[src/rtl/wb_arbiter.sv]
// Write-back arbiter: merges the single-cycle execute result (A, priority) and a
// FIFO-buffered long-latency result stream (B) into the register file write port.
module wb_arbiter #(
  parameter int N     = 32,
  parameter int DEPTH = 4
) (
  input  logic                       clk,
  input  logic                       rst_n,
  input  logic                       a_valid,
  input  logic [4:0]                 a_rd,
  input  logic [N-1:0]               a_data,
  input  logic                       b_valid,
  output logic                       b_ready,
  input  logic [4:0]                 b_rd,
  input  logic [N-1:0]               b_data,
  output logic [4:0]                 rd,
  output logic [N-1:0]               write_data,
  output logic                       write_enable,
  input  logic [4:0]                 q_rs1,
  input  logic [4:0]                 q_rs2,
  output logic                       q_hit1,
  output logic                       q_hit2,
  output logic [$clog2(DEPTH):0]     fifo_count
);

  localparam int PW = $clog2(DEPTH);
  localparam int CW = PW + 1;

  logic [4:0]    rd_mem   [DEPTH];
  logic [N-1:0]  data_mem [DEPTH];
  logic [PW-1:0] wr_ptr;
  logic [PW-1:0] rd_ptr;
  logic [CW-1:0] count;

  logic a_sel;
  logic pop;
  logic push;
  logic fifo_hit1;
  logic fifo_hit2;
  logic [PW-1:0] idx;

  // A with rd=0 still owns the slot, so any a_valid blocks the pop.
  assign a_sel   = a_valid && (a_rd != 5'd0);
  assign pop     = !a_valid && (count != '0);
  assign b_ready = rst_n && (count < CW'(DEPTH));
  assign push    = b_valid && b_ready && (b_rd != 5'd0);

  assign fifo_count = count;

  always_ff @(posedge clk) begin
    if (!rst_n) begin
      count        <= '0;
      wr_ptr       <= '0;
      rd_ptr       <= '0;
      write_enable <= 1'b0;
      rd           <= 5'd0;
      write_data   <= '0;
    end else begin
      if (push) begin
        rd_mem[wr_ptr]   <= b_rd;
        data_mem[wr_ptr] <= b_data;
        wr_ptr           <= wr_ptr + PW'(1);
      end
      if (pop) begin
        rd_ptr <= rd_ptr + PW'(1);
      end
      if (push && !pop) begin
        count <= count + CW'(1);
      end else if (!push && pop) begin
        count <= count - CW'(1);
      end
      if (a_sel) begin
        write_enable <= 1'b1;
        rd           <= a_rd;
        write_data   <= a_data;
      end else if (pop) begin
        write_enable <= 1'b1;
        rd           <= rd_mem[rd_ptr];
        write_data   <= data_mem[rd_ptr];
      end else begin
        write_enable <= 1'b0;
      end
    end
  end

  // Scan only the occupied slots, walking forward from the read pointer.
  always_comb begin
    fifo_hit1 = 1'b0;
    fifo_hit2 = 1'b0;
    idx       = '0;
    for (int k = 0; k < DEPTH; k++) begin
      idx = rd_ptr + PW'(k);
      if (CW'(k) < count) begin
        if (rd_mem[idx] == q_rs1) fifo_hit1 = 1'b1;
        if (rd_mem[idx] == q_rs2) fifo_hit2 = 1'b1;
      end
    end
  end

  assign q_hit1 = (q_rs1 != 5'd0) && (fifo_hit1 || (write_enable && (rd == q_rs1)));
  assign q_hit2 = (q_rs2 != 5'd0) && (fifo_hit2 || (write_enable && (rd == q_rs2)));

endmodule

[config.mk]
export PLATFORM = sky130hd
export DESIGN_NAME = wb_arbiter
export DESIGN_NICKNAME = d
export VERILOG_FILES = /design/src/rtl/wb_arbiter.sv
export SDC_FILE = /design/constraint.sdc
export NUM_CORES = 1
export LEC_CHECK = 0
export CELL_PAD_IN_SITES_DETAIL_PLACEMENT = 0
export CELL_PAD_IN_SITES_GLOBAL_PLACEMENT = 1
export CORE_MARGIN = 8
export CORE_UTILIZATION = 41
export CTS_BUF_LIST = sky130_fd_sc_hd__clkbuf_16
export CTS_CLUSTER_SIZE = 25
export DETAILED_ROUTE_END_ITERATION = 10
export PLACE_DENSITY = 0.74
export REMOVE_ABC_BUFFERS = 1
export SKIP_CTS_REPAIR_TIMING = 1
export SLEW_MARGIN = 20
export SYNTH_ARGS = -nofsm -noshare
export SYNTH_HDL_FRONTEND = slang
export SYNTH_SLANG_ARGS = --single-unit
export TNS_END_PERCENT = 30
[constraint.sdc]
create_clock -name clk -period 2.6 [get_ports clk]
set_clock_uncertainty 0.15 [all_clocks]
set_input_delay 0.52 -clock clk [delete_from_list [all_inputs] [get_ports clk]]
set_output_delay 0.52 -clock clk [all_outputs]
set_load 0.005 [all_outputs]
==> impl_summary.md, run 1 <==
Status
The flow ran to the end, but the final reports show violations. The final reports fail on setup timing.

Worst setup path
Data on the critical path is required at its endpoint by 1930 ps. The top fanout value on the critical path is 5. The most critical setup path has its startpoint at rd_ptr[0].

The launch instance of the worst register-to-register path is fifo_count[0]. The worst register-to-register path ends at fifo_count[2]. The startpoint class of the critical path is a register. The worst setup path endpoint is q_hit2.

Setup slack on the worst reg-to-reg path comes out at between 300 and 400 ps. Measured in cells, the most critical reg-to-reg path has a length of 9. The critical path in this run is classified as register to primary output.

The endpoint kind of the worst setup timing path is a primary output. The arrival time at the worst endpoint is approximately 2500 ps.

Timing
Setup total negative slack on the finished layout was measured at -1070 ps. Counting I/O delays and the setup requirement, the final critical path takes approximately 3100 ps. The part of the cycle the worst path needs is 1.21. The worst slew margin relative to its limit is 0.592. The hold violation total from the final report is 0. Setup violations remaining at the end of the flow were counted as 2. The final count of pins violating max slew is 0. Setup repair after global routing could not meet its margin everywhere. The timing-limited maximum frequency is between 0.3 and 0.4 GHz.

The pin slew with the least headroom to its limit is 612 ps. After layout, the worst setup slack is -543 ps.

Clock tree
The clock tree from TritonCTS is built. The root buffer selected by CTS is sky130_fd_sc_hd__clkbuf_16. The total clock buffers created by CTS is 17. The H-tree was split into 4 levels. Counting every sink on the clock net gives approximately 200. The clock passes through at most 2 buffers. The clock slew at the register clock pins of the worst setup and hold paths is approximately 70 ps.

The clock latency reported for the late side of the worst-skew pair is between 400 and 500 ps.

Routing
Dividing the detail-routed wire length by the instance count gives about 20 um. Dividing the detail-routed via count by the number of cells gives between 5 and 6. The DRC violations left is 0. The first routing iteration left 251 violations. The first-pass iteration count of the detailed router is 4. Once detail routing completed, the nets flagged for antenna violations numbered 0. For this block, the routed nets add up to roughly 21 mm of wire. The vias after detailed routing is around 5,400.

Placement
The worst slack after detailed placement is -672 ps. Routability-driven placement finished with a final weighted congestion of ~0.84. Port buffering added ~130 buffers. The wire-length estimate of the detail-placed layout is 14.9 mm. The placed instances occupy a cell area of ~11,000 um^2. Once placement completed, the tool counted placed cells totaling 1,010.

Synth
The proportion of netlist area held by the largest area contributor is 0.512. The count of synthesis-stage warnings from yosys is 0. Counting distinct cell types in the post-synthesis netlist gives 38.

After synthesis, the cell types taking the most area are sky130_fd_sc_hd__edfxtp_1 51%, sky130_fd_sc_hd__mux4_2 12%, sky130_fd_sc_hd__dfxtp_1 11%. In the synthesized netlist, the number of instances is approximately 550. Of the synthesized area, sequential elements account for 0.620. The number of storage elements in the synthesis netlist is approximately 200. The cell type with the highest aggregate area in the netlist is sky130_fd_sc_hd__edfxtp_1.

Summing every instance area after synthesis gives about 8700 um^2. In this run the mean area of a mapped cell was 15.8 um^2.

Layout
Compared with the post-synthesis result, the final layout area differs by 35.9%. 0 antenna diodes ended up in the layout. The layout cell share with drive strength beyond 1 is 0.272. In the final layout, flip-flops and latches occupy between 5000 and 6000 um^2. The design area is between 10,000 and 15,000 um^2. The number of filler cells placed in the layout is 1,678. The final layout contains ~860 nets. The footprint of the multi-input gates is 3230 um^2. The count of cells in the finished layout, fillers not included, comes to about 1,100.

GRT
The pin count of the biggest net entering global routing is 65. The number of antenna violations at the first check in global routing is 0. The number of global-route vias before repair is ~6,000. The first global-routing pass estimated roughly 32 mm of wire. The overall routing resource usage is 0.162. The remaining global-route overflow is 0.

Min path
The number of cells traversed by the worst hold path is 2. In this run the worst hold path is classified as register to register. The startpoint of the worst hold path is wr_ptr[1].

Floorplanning
During I/O placement, the number of pins put on the boundary was roughly 130. The die extent in y is 162 um. The area inside the core boundary is between 20,000 and 25,000 um^2.

The starting density of the core is 0.416. The initialized floorplan defines 53 standard-cell rows. The die is 162 um wide. The die outline area is around 26,000 um^2.

Pwr
VDD sags by at most ~0.00045 V. In this run the static leakage power is roughly 4.4 nW. The total power divided by cell area is around 870 nW/um^2.

Job
The max-cap check violation count is 0.
## critical path: stages, from the launching register on
cell and delay [ps]:
sky130_fd_sc_hd__dfxtp_4 400, sky130_fd_sc_hd__buf_12 130, sky130_fd_sc_hd__buf_4 110, sky130_fd_sc_hd__mux4_2 520, sky130_fd_sc_hd__xnor2_1 140, sky130_fd_sc_hd__and4_1 200
sky130_fd_sc_hd__o21ai_1 100, sky130_fd_sc_hd__o311ai_2 120, sky130_fd_sc_hd__o22a_1 210, sky130_fd_sc_hd__buf_2 130
## registers in the layout, indices dropped and copies added, names as in the netlist, named ones only
signal / cells
rd_ptr: 2
write_data: 32
data_mem: 128
fifo_count: 3
wr_ptr: 2
rd_mem: 20
write_enable: 1
rd: 5
## logic make-up after synthesis
family | Yosys count | synth area share
AND/OR/NAND/NOR | 83 | 0.0455
adder cells (fa/ha/maj) | 9 | 0.0130
flip-flops | 195 | 0.620
buffers and inverters | 47 | 0.0242
AO/OA/AOI/OAI | 59 | 0.0582
XOR/XNOR | 61 | 0.0615
multiplexers | 97 | 0.177
## synth_stat cells, drive strengths merged
master  instances
clkbuf         22
or3             2
nor4            5
o21a            1
o211a          36
nor2b           1
nor3            8
a21boi          2
a21oi           6
edfxtp        148
nor2            3
mux4           45
and4            1
or4             3
ha              9
xnor2          41
o21ai           7
a311oi          2
and2           10
o311ai          1
inv             8
mux2i          52
xor2           20
nand4           4
o31ai           1
o22a            1
dfxtp          47
nand2          44
o211ai          2
nand3           2
buf            17
## where the power goes
group          switching [mW]  internal (mW)  total (mW)
clock network            1.21           1.37        2.58
registers               0.183           3.65        3.83
logic                    1.68           2.21        3.89
total                    3.08           7.23        10.3
## per-layer routing
metal,track usage,wire length [um]
met3,0.0382,1000
met1,0.190,8890
met5,0,0
met2,0.286,10800
met4,0.0526,252
## stage by stage
| step | hold WS (ps) | power [mW] | utilization |
|---|---|---|---|
| floorplan | 311 | 6.01 | - |
| global placement | 320 | 7.50 | 0.525 |
| detailed placement | 358 | 7.56 | 0.525 |
| CTS | 369 | 10.2 | 0.553 |
| global route | 386 | 10.9 | 0.565 |
| finish | 361 | 10.3 | 0.565 |
## layout by cell type (no fill, tap or decap), types with 20 or more instances in the layout
master / count
sky130_fd_sc_hd__mux4_2: 45
sky130_fd_sc_hd__xor2_1: 20
sky130_fd_sc_hd__mux2i_1: 45
sky130_fd_sc_hd__xnor2_1: 35
sky130_fd_sc_hd__edfxtp_1: 148
sky130_fd_sc_hd__o211a_1: 36
sky130_fd_sc_hd__clkdlybuf4s50_1: 128
sky130_fd_sc_hd__buf_4: 91
sky130_fd_sc_hd__nand2_1: 44
sky130_fd_sc_hd__dfxtp_1: 43
## final cells by class
cell class              count  share of cell area
clock inverters            15              0.0144
well taps                 275              0.0292
clock buffers              17              0.0361
repair buffers            234               0.187
flip-flops and latches    195               0.457
inverters                   8             0.00255
multi-input cells         309               0.274
## how the worst min path moves through the flow
stage                      to  slack, ps
CTS                 wr_ptr[1]        370
floorplan           wr_ptr[1]        310
finish              wr_ptr[1]        360
detailed placement  wr_ptr[1]        360
global route        wr_ptr[1]        390
global placement    wr_ptr[1]        320
Note: power is estimated with default switching activity, not from simulation.
==> run 2, diff against run 1 <==
SLEW_MARGIN = unset   (was 20)
==> results of run 2 <==
The final DEF is identical to that of run 1; final timing and power are the same.
==> RTL edit (flow settings as in run 1) <==
Register the output `fifo_count` once more, without a reset; this adds one clock of latency there. The other outputs are not delayed to match.
--- a/src/rtl/wb_arbiter.sv
+++ b/src/rtl/wb_arbiter.sv
@@ -45,7 +45,9 @@
   assign b_ready = rst_n && (count < CW'(DEPTH));
   assign push    = b_valid && b_ready && (b_rd != 5'd0);
 
-  assign fifo_count = count;
+  always_ff @(posedge clk) begin
+    fifo_count <= count;
+  end
 
   always_ff @(posedge clk) begin
     if (!rst_n) begin
Behaviour: not the same (a bounded check fails within 4 cycles, from zero or initial values and one cycle with rst_n low).
==> RTL edit against run 1 <==
The flow still finishes with violations (setup timing); wire length decreased by 5.3%; fmax increased by 1.7%; first-iteration DRC count increased by 27%; total power decreased by 4.3%; largest power group is now registers; worst setup slack improved by 53 ps; sequential cell count increased by 3; area after synthesis increased by 1.0%; count of clock-buffer cells in the layout unchanged; via count decreased by 5.0%; design area decreased by 4.0%.
==> RTL edit: results <==
metrics = {
    "grt": {
        "grt_pass1_vias": 5597,
        "use_met1_pct": 18.6,
        "grt_usage_pct": 15.4,
        "grt_antenna_before_repair": 2,
        "met3_usage_pct": 5.11,
        "grt_pass1_wl_mm": 31.1,
        "grt_max_degree": 47,
        "met2_usage_pct": 25.3,
    },
    "power_and_ir_drop": {
        "p_leak_uw": 0.00410,
        "peakVddDrop_mv": 0.661,
    },
    "sta": {
        "relSlewSlack_pct": 58.8,
        "setup_tns_ps": -945,
        "postLayoutSetupSlackWorst_ps": -490,
        "setup_viol_count_final": 2,
    },
    "outcome": {
        "status": "finished with violations",
        "violations": "setup timing",
    },
    "drt": {
        "wl_met3_mm": 1.16,
        "highest_layer": "met5",
        "via_count": 5133,
        "met2WireLength_mm": 9.80,
        "wl_per_cell_um": 20.1,
        "dr.first_iter.drc_count": 320,
        "wl_met1_mm": 8.49,
    },
    "yosys": {
        "ys_seq_area_share_pct": 62.1,
        "yosys-mux-area-fraction_pct": 18.2,
        "synth_xor_area_share_pct": 5.49,
        "ys_top_cells_by_area": "edfxtp_1 51%, dfxtp_1 11%, mux4_2 10%, mux2i_1 4.3%, o211a_1 4.1%",
        "synth_compound_area_share_pct": 5.28,
        "yosys.area_share.adder_pct": 1.28,
        "synth_area_per_cell_um2": 16.5,
        "ys_types": 35,
    },
    "cells_and_area": {
        "antenna_cells": 0,
        "fin_nets": 798,
        "nFillCells": 1707,
        "final_cells": 989,
        "regArea_um2": 5450,
        "drive_gt1_share_pct": 22.5,
    },
    "min_path": {
        "hp-start": "count[1]",
    },
    "setup_path": {
        "critPathLaunch": "rd_ptr[1]",
        "worstPathArrival_ps": 2420,
        "cpMaxStageDelayCell": "mux4_2",
        "worstPathMaxFanout": 11,
    },
    "placement": {
        "routabilityCongestion": 0.847,
        "place_inst": 947,
        "dp_hpwl_mm": 14.4,
        "postPlaceCellArea_um2": 10700,
    },
    "clock_tree": {
        "cts-htree-levels": 4,
        "cts_buffers": 17,
    },
}
[RTL edit: cell count changes after synthesis, moves of 5 or more]
| cell | run 1 | this run |
|---|---|---|
| mux2i_1 | 51 | 38 |
| mux4_1 | 0 | 12 |
| xnor2_1 | 41 | 34 |
| clkbuf_1 | 22 | 16 |
| clkbuf_8 | 0 | 6 |
| mux4_2 | 45 | 40 |
| nand2_1 | 44 | 39 |
[RTL edit: cell families (layout without fill, tap and decap cells)]
| family | Yosys count | in the layout |
|---|---|---|
| flip-flops | 198 | 198 |
| multiplexers | 90 | 90 |
| AND/OR/NAND/NOR | 82 | 82 |
| XOR/XNOR | 55 | 55 |
| AO/OA/AOI/OAI | 53 | 53 |
| buffers and inverters | 45 | 227 |
| adder cells (fa/ha/maj) | 9 | 9 |
[RTL edit: layout make-up]
class	count	share of cell area (%)
tap	275	3.04
multi-input combinational	289	27.1
timing repair buffer	189	16.2
sequential	198	48.1
clock inverter	15	1.56
inverter	6	0.199
clock buffer	17	3.76
[RTL edit: worst paths after layout]
path	cells after the start	slack (ps)	end
setup / recovery	7	-490	q_hit2
hold / removal	1	340	fifo_count[1]
setup reg to reg	5	380	write_data[27]
hold reg to reg	1	340	fifo_count[1]
[RTL edit: worst reg2reg max path, cell delays in order (launching register included)]
cell,delay [ps]
dfxtp_4,430
buf_4,550
mux4_2,640
mux2i_1,160
nand2_1,70
o211a_1,120
[RTL edit: where the power goes]
part | total (µW) | leakage (µW) | internal (µW) | switching (µW)
clock | 2650 | 0.000284 | 1380 | 1270
sequential | 3880 | 0.00176 | 3690 | 187
combinational | 3340 | 0.00206 | 1850 | 1500
total | 9870 | 0.00410 | 6920 | 2950
